<file path="config.mk">
export PLATFORM = sky130hd
export DESIGN_NAME = fir_mac_scheduler_flat
export DESIGN_NICKNAME = d
export VERILOG_FILES = /design/src/rtl/fir_mac_scheduler_if.sv /design/src/rtl/fir_mac_scheduler.sv /design/src/flat_wrapper.sv
export SDC_FILE = /design/constraint.sdc
export NUM_CORES = 1
export LEC_CHECK = 0
export BUFFER_PORTS_ARGS = -buffer_cell sky130_fd_sc_hd__buf_2
export CAP_MARGIN = 10
export CORE_UTILIZATION = 54
export CTS_CLUSTER_DIAMETER = 80
export DETAILED_ROUTE_END_ITERATION = 10
export PLACE_DENSITY = 0.94
export SYNTH_ARGS = -nofsm -noshare
export SYNTH_HDL_FRONTEND = slang
export SYNTH_SLANG_ARGS = --single-unit
</file>
<file path="constraint.sdc">
create_clock -name i_clk -period 4 [get_ports i_clk]
set_input_delay 0.8 -clock i_clk [delete_from_list [all_inputs] [get_ports i_clk]]
set_output_delay 0.8 -clock i_clk [all_outputs]
set_load 0.005 [all_outputs]
</file>
<file path="src/rtl/fir_mac_scheduler_if.sv">
// Handshake and address/strobe bundle between the FIR MAC scheduler and its
// neighbours (deserializer, sample buffer, coefficient ROM, MAC lanes, serializer).
interface fir_mac_scheduler_if #(
    parameter int FIR_DEPTH     = 256,
    parameter int NUM_PIPELINES = 8
);
    localparam int AW = $clog2(FIR_DEPTH);
    localparam int G  = FIR_DEPTH / NUM_PIPELINES;
    localparam int GW = (G > 1) ? $clog2(G) : 1;

    logic          i_en;
    logic          i_sample_valid;
    logic          o_ready;
    logic          o_smp_we;
    logic [AW-1:0] o_smp_waddr;
    logic [AW-1:0] o_smp_base;
    logic [GW-1:0] o_coef_grp;
    logic          o_mac_en;
    logic          o_mac_clr;
    logic          o_result_valid;
    logic          i_out_ready;
    logic [15:0]   o_overrun_cnt;

    modport master (
        input  i_en, i_sample_valid, i_out_ready,
        output o_ready, o_smp_we, o_smp_waddr, o_smp_base, o_coef_grp,
               o_mac_en, o_mac_clr, o_result_valid, o_overrun_cnt
    );

    modport slave (
        output i_en, i_sample_valid, i_out_ready,
        input  o_ready, o_smp_we, o_smp_waddr, o_smp_base, o_coef_grp,
               o_mac_en, o_mac_clr, o_result_valid, o_overrun_cnt
    );
endinterface

</file>
<file path="src/rtl/fir_mac_scheduler.sv">
// Sequences one FIR output: sample write, grouped MAC issue, pipeline drain, result handoff.
// Define FIR_SCHED_OVERRUN_CNT_EN to enable the saturating dropped-sample counter.
module fir_mac_scheduler #(
    parameter int FIR_DEPTH     = 256,
    parameter int NUM_PIPELINES = 8,
    parameter int MAC_LATENCY   = 3
) (
    input  logic                  i_clk,
    input  logic                  i_rst_n,
    fir_mac_scheduler_if.master   bus
);
    localparam int AW      = $clog2(FIR_DEPTH);
    localparam int G       = FIR_DEPTH / NUM_PIPELINES;
    localparam int GW      = (G > 1) ? $clog2(G) : 1;
    localparam int NP_LOG2 = $clog2(NUM_PIPELINES);
    localparam int DW      = $clog2(MAC_LATENCY + 1);

    typedef enum logic [2:0] {
        ST_IDLE,
        ST_WRITE,
        ST_RUN,
        ST_DRAIN,
        ST_OUT
    } state_t;

    state_t        state_q, state_d;
    logic [GW-1:0] grp_q;
    logic [DW-1:0] drain_q;
    logic [AW-1:0] wr_ptr_q;
    logic          last_grp;
    logic          drain_done;

    assign last_grp   = (grp_q == GW'(G - 1));
    assign drain_done = (drain_q == DW'(MAC_LATENCY - 1));

    // NOTE: reset is synchronous, so it lives inside the clocked branch rather than the sensitivity list.
    always_ff @(posedge i_clk) begin
        if (!i_rst_n) begin
            state_q  <= ST_IDLE;
            grp_q    <= '0;
            drain_q  <= '0;
            wr_ptr_q <= '0;
        end else if (bus.i_en) begin
            state_q <= state_d;
            case (state_q)
                ST_WRITE: grp_q <= '0;
                ST_RUN: begin
                    if (last_grp) begin
                        grp_q    <= '0;
                        drain_q  <= '0;
                        wr_ptr_q <= wr_ptr_q + 1'b1;
                    end else begin
                        grp_q <= grp_q + 1'b1;
                    end
                end
                ST_DRAIN: drain_q <= drain_q + 1'b1;
                default: ;
            endcase
        end
    end

    // NOTE: every output and state_d gets a default first so no path leaves them unassigned (no latches).
    always_comb begin
        state_d            = state_q;
        bus.o_ready        = 1'b0;
        bus.o_smp_we       = 1'b0;
        bus.o_smp_waddr    = '0;
        bus.o_smp_base     = '0;
        bus.o_coef_grp     = '0;
        bus.o_mac_en       = 1'b0;
        bus.o_mac_clr      = 1'b0;
        bus.o_result_valid = 1'b0;

        case (state_q)
            ST_IDLE: begin
                bus.o_ready = bus.i_en;
                if (bus.i_sample_valid) state_d = ST_WRITE;
            end
            ST_WRITE: begin
                bus.o_smp_we    = bus.i_en;
                bus.o_smp_waddr = wr_ptr_q;
                state_d         = ST_RUN;
            end
            ST_RUN: begin
                // Lane 0 of group g reads the sample g*NUM_PIPELINES older than the newest one.
                bus.o_mac_en   = bus.i_en;
                bus.o_mac_clr  = bus.i_en && (grp_q == '0);
                bus.o_coef_grp = grp_q;
                bus.o_smp_base = wr_ptr_q - (AW'(grp_q) << NP_LOG2);
                if (last_grp) state_d = ST_DRAIN;
            end
            ST_DRAIN: begin
                if (drain_done) state_d = ST_OUT;
            end
            ST_OUT: begin
                // Not gated by i_en: a frozen block keeps presenting its finished result.
                bus.o_result_valid = 1'b1;
                if (bus.i_out_ready) state_d = ST_IDLE;
            end
            default: state_d = ST_IDLE;
        endcase
    end

`ifdef FIR_SCHED_OVERRUN_CNT_EN
    logic [15:0] overrun_q;

    always_ff @(posedge i_clk) begin
        if (!i_rst_n) begin
            overrun_q <= '0;
        end else if (bus.i_en && bus.i_sample_valid && (state_q != ST_IDLE)
                     && (overrun_q != 16'hFFFF)) begin
            overrun_q <= overrun_q + 16'd1;
        end
    end

    assign bus.o_overrun_cnt = overrun_q;
`else
    assign bus.o_overrun_cnt = '0;
`endif

endmodule

</file>
<file path="src/flat_wrapper.sv">
// flat-port wrapper written by rule: the top's interface ports become plain ports
module fir_mac_scheduler_flat 
#(
    parameter int FIR_DEPTH     = 256,
    parameter int NUM_PIPELINES = 8,
    parameter int MAC_LATENCY   = 3
)
  (i_clk, i_rst_n, bus_i_en, bus_i_sample_valid, bus_i_out_ready, bus_o_ready, bus_o_smp_we, bus_o_smp_waddr, bus_o_smp_base, bus_o_coef_grp, bus_o_mac_en, bus_o_mac_clr, bus_o_result_valid, bus_o_overrun_cnt);
  fir_mac_scheduler_if #(.FIR_DEPTH(FIR_DEPTH), .NUM_PIPELINES(NUM_PIPELINES)) bus_i ();
  input  logic i_clk;
  input  logic i_rst_n;
  input wire logic [$bits(bus_i.i_en)-1:0] bus_i_en;
  input wire logic [$bits(bus_i.i_sample_valid)-1:0] bus_i_sample_valid;
  input wire logic [$bits(bus_i.i_out_ready)-1:0] bus_i_out_ready;
  output wire logic [$bits(bus_i.o_ready)-1:0] bus_o_ready;
  output wire logic [$bits(bus_i.o_smp_we)-1:0] bus_o_smp_we;
  output wire logic [$bits(bus_i.o_smp_waddr)-1:0] bus_o_smp_waddr;
  output wire logic [$bits(bus_i.o_smp_base)-1:0] bus_o_smp_base;
  output wire logic [$bits(bus_i.o_coef_grp)-1:0] bus_o_coef_grp;
  output wire logic [$bits(bus_i.o_mac_en)-1:0] bus_o_mac_en;
  output wire logic [$bits(bus_i.o_mac_clr)-1:0] bus_o_mac_clr;
  output wire logic [$bits(bus_i.o_result_valid)-1:0] bus_o_result_valid;
  output wire logic [$bits(bus_i.o_overrun_cnt)-1:0] bus_o_overrun_cnt;
  assign bus_i.i_en = bus_i_en;
  assign bus_i.i_sample_valid = bus_i_sample_valid;
  assign bus_i.i_out_ready = bus_i_out_ready;
  assign bus_o_ready = bus_i.o_ready;
  assign bus_o_smp_we = bus_i.o_smp_we;
  assign bus_o_smp_waddr = bus_i.o_smp_waddr;
  assign bus_o_smp_base = bus_i.o_smp_base;
  assign bus_o_coef_grp = bus_i.o_coef_grp;
  assign bus_o_mac_en = bus_i.o_mac_en;
  assign bus_o_mac_clr = bus_i.o_mac_clr;
  assign bus_o_result_valid = bus_i.o_result_valid;
  assign bus_o_overrun_cnt = bus_i.o_overrun_cnt;
  fir_mac_scheduler #(.FIR_DEPTH(FIR_DEPTH), .NUM_PIPELINES(NUM_PIPELINES), .MAC_LATENCY(MAC_LATENCY)) u_core (.i_clk(i_clk), .i_rst_n(i_rst_n), .bus(bus_i));
endmodule
</file>
Yosys cells after proc, flatten, opt, wreduce, memory -nomap -nowiden --
Index checks and enable logic that the tools add are counted.
Cells by class: equal/unequal tests 10, reductions and logical operators 9, multiplexer cells 17, add/sub/neg operators 4
Operator list (number):
- $mux W8 | 2
- $pmux W3 S5 | 1
- $mux W3 | 4
- $mux W5 | 2
- $pmux W5 S2 | 1
- $add A8 B1 Y8 const B | 1
- $sub A8 B8 Y8 | 1
- $eq A3 B2 Y1 const B | 2
- $reduce_and A3 Y1 | 2
- $add A5 B1 Y5 const B | 1
- $eq A5 B5 Y1 const B | 1
- $logic_not A5 Y1 | 1
- $mux W1 | 5
- $reduce_and A5 Y1 | 1
- $ne A2 B1 Y1 const B | 2
- $ne A2 B2 Y1 const B | 2
- $pmux W2 S2 | 1
- $reduce_bool A2 Y1 | 2
- $eq A3 B1 Y1 const B | 1
- $eq A3 B3 Y1 const B | 1
- $logic_not A3 Y1 | 1
- $add A2 B1 Y2 const B | 1
- $eq A2 B2 Y1 const B | 1
- $mux W2 | 1
- other kinds (2) | 2
Word-level totals: logic and storage cells 44, register bits 18, input bits 5

Longest topological paths before layout --
word-level depth 3, mapped depth 9

Worst setup path before layout --
No wires, ideal clock.
path type flip-flop to output port, start register u_core.wr_ptr_q[3], end output bus_o_smp_base[7], data arrival time 1.573 ns, path slack 1.627 ns, cell stages (with the launch flop) 8, data required time 3.200 ns, cells stage by stage dfxtp_1 -> inv_1 -> ha_1 -> fa_1 -> nor2b_1 -> o21a_1 -> nor3_1 -> nor3b_1
Between the ends: cells in the longest elaborated chain, start to end 2
RTL lines:
- from (decl) | RTL line fir_mac_scheduler.sv:29 | logic [AW-1:0] wr_ptr_q;
- from (signal assigned) | RTL line fir_mac_scheduler.sv:51 | wr_ptr_q <= wr_ptr_q + 1'b1;
- $sub A8 B8 Y8 | RTL line fir_mac_scheduler.sv:89 | bus.o_smp_base = wr_ptr_q - (AW'(grp_q) << NP_LOG2);
- $mux W8 | RTL line fir_mac_scheduler.sv:74 | case (state_q)
- to (decl) | RTL line flat_wrapper.sv:18 | output wire logic [$bits(bus_i.o_smp_base)-1:0] bus_o_smp_base;
No other way between the ends.

Worst setup path after layout --
Same ends and word-level chain as after synthesis.

==> results by group <==
GRT
  • Layer with the highest usage: met2
  • Global-route wire length before repair: 4510 µm
  • Met3 global-route usage: 5.17%
  • GRT Util Overall: 22.2%
  • Met2 GRT Util: 38.4%
  • Initial antenna violation count: 0
  • GR Overflow Total: 0
  • Number of global-route vias before repair: 1011
  • Largest net degree at the start of global routing: 14
  • Routing usage on met1: 28.0%

Routing
  • Iteration count of the initial detailed-routing pass: 4
  • Number of remaining DRC errors: 0
  • Iter 0 DRT Violations: 14
  • Number of vias per cell after detailed routing: 5.16
  • Total via count after detailed routing: 1171
  • Antenna violation net count after detailed routing: 0
  • Total wire length after detailed routing: 2680 µm
  • Average wire per standard cell: 11.8 µm

Yosys
  • Synthesized area divided by synthesized cell count: 8.13 µm²
  • Proportion of synthesized area in mux cells: 0.806%
  • Largest family of logic cells by synthesized area: simple AND/OR/NAND/NOR gates
  • Number of flip-flops and latches in the synthesized netlist: 18
  • Post-synthesis simple-gate area fraction: 32.1%
  • Post-synthesis instance area: around 1400 µm²
  • Synthesized-area fraction occupied by adder cells: 9.49%
  • Number of different library cells in the post-synthesis netlist: 40
  • Yosys warnings: 0
  • Top cell type by total area after synthesis: sky130_fd_sc_hd__dfxtp_1
  • Xor and xnor fraction of the mapped netlist area: 4.39%
  • Top area cells in the synthesized netlist: sky130_fd_sc_hd__dfxtp_1 26%, sky130_fd_sc_hd__buf_4 8.6%, sky130_fd_sc_hd__ha_1 8.1%, sky130_fd_sc_hd__and2_1 7.6%, sky130_fd_sc_hd__nor2_1 4.6%
  • Share of the yosys chip area belonging to registers: 25.8%
  • Synthesized instance count: 172
  • Compound-cell area share of the yosys netlist: 12.4%
  • Area fraction of the dominant cell type after synthesis: between 20% and 30%

Timing
  • Endpoints failing hold: 0
  • Max-slew violations: 0
  • Worst-case setup margin in the final layout: 1.06 ns
  • Worst slew slack as a fraction of its limit: 45.1%
  • Setup repair after global routing missed its margin: no
  • TNS Setup: 0 ns
  • Final setup violation count: 0
  • Post-Route Skew: 0.00242 ns
  • Highest clock frequency the design can meet: 340 MHz
  • Actual slew at the worst max-slew pin: 0.821 ns
  • Min cycle time layout: 2.94 ns
  • Period Utilization, post-route: 73.6%

CTS
  • Clock tree from TritonCTS: done
  • Count of buffers added by post-CTS timing repair for setup: 0
  • Count of hold-fix buffers inserted at cts: 0
  • Number of gates resized after CTS: 0
  • Number of H-tree levels: 1
  • Number of buffers created by CTS: 3
  • Root Buffer: sky130_fd_sc_hd__clkbuf_4
  • Clock slew at reported path FFs: around 0.11 ns
  • Clock insertion delay at the later pin of the skew report: 0.29 ns
  • Number of buffers on the longest clock path: 2
  • Total number of clock tree sinks: 18

Pwr
  • Leakage: 0.667 nW
  • Maximum VDD drop: about 0.3 mV
  • Power density relative to cell area: 221 nW/µm²

Hold path
  • Start point of the worst hold path: u_core.drain_q[0]$_SDFFE_PN0P_
  • Worst min path class: flop to flop
  • Count of cells along the worst hold path: 2
  • Hold-critical path endpoint: u_core.drain_q[0]$_SDFFE_PN0P_

Floorplanning
  • Core area: 2450 µm²
  • Area of the die: 2800 µm²
  • I/O pins: 47
  • Y dimension of the die: 52.9 µm
  • Number of placement rows: 18
  • Initial standard-cell utilization of the core: 56.9%
  • Width of the chip: 52.9 µm

Setup path
  • Highest net fanout along the worst path: 4
  • Critical Setup Path Class: flop to primary output
  • Worst R2R Setup Slack: 1.93 ns
  • Worst Reg-to-Reg Cells: 7
  • R2R Path Start: u_core.grp_q[1]$_SDFFE_PN0P_
  • Element type at the critical path start: flop
  • Required time of the worst setup path: 3.20 ns
  • Kind of capture point of the worst setup path: primary output
  • Arrival @ worst endpoint: ~2.1 ns
  • Worst flop-to-flop path endpoint: u_core.wr_ptr_q[7]$_SDFFE_PN0P_

Finish
  • Fraction of final layout cells sized beyond drive strength 1: 20.3%
  • Multi-input combinational cell area: 886 µm²
  • Number of standard cells in the final layout excluding fillers: 227
  • Antenna cell count: 0
  • Area growth from synthesis to layout: 7.88%
  • Final-layout fill cell count: 241
  • Count of nets after finishing: 213
  • Sequential cell area: 360 µm²

Job
  • Max-cap check violation count: 0

Placed design
  • RD Place Congestion: 0.788
  • Worst setup timing slack at the placement stage: 1.41 ns
  • Post-DP HPWL: 2120 µm
  • Total placed cells including tap cells: 223
  • Total of buffers placed on input and output ports: 30

Run status
  • Result of the run: complete, no violations
synth_stat cells:
master	count
sky130_fd_sc_hd__nand3_2	2
sky130_fd_sc_hd__buf_6	2
sky130_fd_sc_hd__nand3_1	6
sky130_fd_sc_hd__mux2_2	1
sky130_fd_sc_hd__o21a_1	4
sky130_fd_sc_hd__nor2_1	17
sky130_fd_sc_hd__nor3b_1	4
sky130_fd_sc_hd__a21oi_1	7
sky130_fd_sc_hd__xnor2_1	4
sky130_fd_sc_hd__nor2_8	1
sky130_fd_sc_hd__inv_1	10
sky130_fd_sc_hd__clkbuf_1	2
sky130_fd_sc_hd__conb_1	1
sky130_fd_sc_hd__and4bb_1	1
sky130_fd_sc_hd__nor2b_1	4
sky130_fd_sc_hd__nand2b_1	1
sky130_fd_sc_hd__o211ai_1	1
sky130_fd_sc_hd__buf_4	16
sky130_fd_sc_hd__or3_1	1
sky130_fd_sc_hd__fa_1	1
sky130_fd_sc_hd__or3b_1	1
sky130_fd_sc_hd__buf_2	4
sky130_fd_sc_hd__and2_1	17
sky130_fd_sc_hd__o32ai_1	1
sky130_fd_sc_hd__o32ai_2	1
sky130_fd_sc_hd__a22oi_1	3
sky130_fd_sc_hd__nor4b_1	1
sky130_fd_sc_hd__ha_1	9
sky130_fd_sc_hd__nand4b_1	1
sky130_fd_sc_hd__xor2_1	3
sky130_fd_sc_hd__a31o_2	1
sky130_fd_sc_hd__dfxtp_1	18
sky130_fd_sc_hd__o21ai_0	3
sky130_fd_sc_hd__o31ai_1	3
sky130_fd_sc_hd__a31oi_1	1
sky130_fd_sc_hd__and4_1	2
sky130_fd_sc_hd__nand2_1	8
sky130_fd_sc_hd__nor4bb_1	1
sky130_fd_sc_hd__nand4_1	3
sky130_fd_sc_hd__nor3_1	5
state kept, by name, indices dropped and copies added, names as in the netlist:
signal	cells
u_core.drain_q	2
u_core.wr_ptr_q	8
u_core.grp_q	5
u_core.state_q	3
worst max-delay path by stage:
stage / from / end / slack (ns) / depth (start not counted)
after floorplan: u_core.wr_ptr_q[3]$_SDFFE_PN0P_ / bus_o_smp_base[7] / 1.63 / 7
after global placement: bus_i_en / bus_o_mac_clr / 1.50 / 4
after detailed placement: u_core.wr_ptr_q[3]$_SDFFE_PN0P_ / bus_o_smp_base[7] / 1.41 / 8
after CTS: u_core.wr_ptr_q[3]$_SDFFE_PN0P_ / bus_o_smp_base[7] / 1.07 / 8
after global routing: u_core.wr_ptr_q[3]$_SDFFE_PN0P_ / bus_o_smp_base[7] / 0.93 / 8
final: u_core.wr_ptr_q[3]$_SDFFE_PN0P_ / bus_o_smp_base[7] / 1.06 / 8
where the power goes:
part / internal (W) / switching, W
Combinational: 0.0000119 / 0.0000214
Clock: 0.0000555 / 0.0000585
Sequential: 0.000181 / 0.00000457
cells in the final DEF (no fill, tap or decap), drive strengths merged, types with 2 or more instances in the layout:
cell type | Yosys | routed
o21a | 4 | 4
o21ai | 3 | 3
conb | 1 | 16
clkbuf | 2 | 4
nor2 | 18 | 18
nor2b | 4 | 4
ha | 9 | 9
xnor2 | 4 | 4
o32ai | 2 | 2
nand2 | 8 | 8
and4 | 2 | 2
and2 | 17 | 17
nand3 | 8 | 8
nand4 | 3 | 3
inv | 10 | 10
a21oi | 7 | 7
nor3b | 4 | 4
xor2 | 3 | 3
buf | 22 | 30
dfxtp | 18 | 18
nor3 | 5 | 5
a22oi | 3 | 3
o31ai | 3 | 3
final cells by class:
| type | instances | area share, % |
|---|---|---|
| tap | 30 | 2.49 |
| multi-input combinational | 135 | 58.8 |
| timing repair buffer | 30 | 9.96 |
| clock buffer | 4 | 2.41 |
| inverter | 10 | 2.49 |
| sequential | 18 | 23.9 |
kinds of logic (layout without fill, tap and decap cells):
logic type      count (synthesis)  in the layout
fa+ha+maj                      10             10
mux                             1              1
buf+inv                        34             44
flops                          18             18
other cells                     1             16
compound gates                 25             25
simple gates                   76             76
xor+xnor                        7              7
stage by stage:
| stage | util, % | hold WS (ns) | total power [W] | area (µm²) |
|---|---|---|---|---|
| 2_1_floorplan | - | 0.444 | 0.000227 | 1450 |
| 3_3_place_gp | 59.9 | 0.449 | 0.000222 | 1470 |
| 3_5_place_dp | 59.9 | 0.467 | 0.000223 | 1470 |
| 4_1_cts | 61.4 | 0.481 | 0.000334 | 1510 |
| 5_1_grt | 61.4 | 0.518 | 0.000348 | 1510 |
| 6_report | 61.4 | 0.479 | 0.000333 | 1510 |
worst max-delay path, stage by stage (launching register included):
cell and delay [ns]:
sky130_fd_sc_hd__dfxtp_1 0.38, sky130_fd_sc_hd__inv_1 0.08, sky130_fd_sc_hd__ha_1 0.24, sky130_fd_sc_hd__fa_1 0.45, sky130_fd_sc_hd__nor2b_1 0.18, sky130_fd_sc_hd__o21a_1 0.14
sky130_fd_sc_hd__nor3_1 0.05, sky130_fd_sc_hd__nor3b_1 0.19, sky130_fd_sc_hd__buf_2 0.14
metal layers:
layer | vias to the layer above | routed length [µm]
met5 | - | 0
met4 | 0 | 28
met3 | 4 | 130
met2 | 38 | 1320
met1 | 524 | 1200
li1 | 605 | -
No activity file was read; power rests on OpenSTA's default activity.
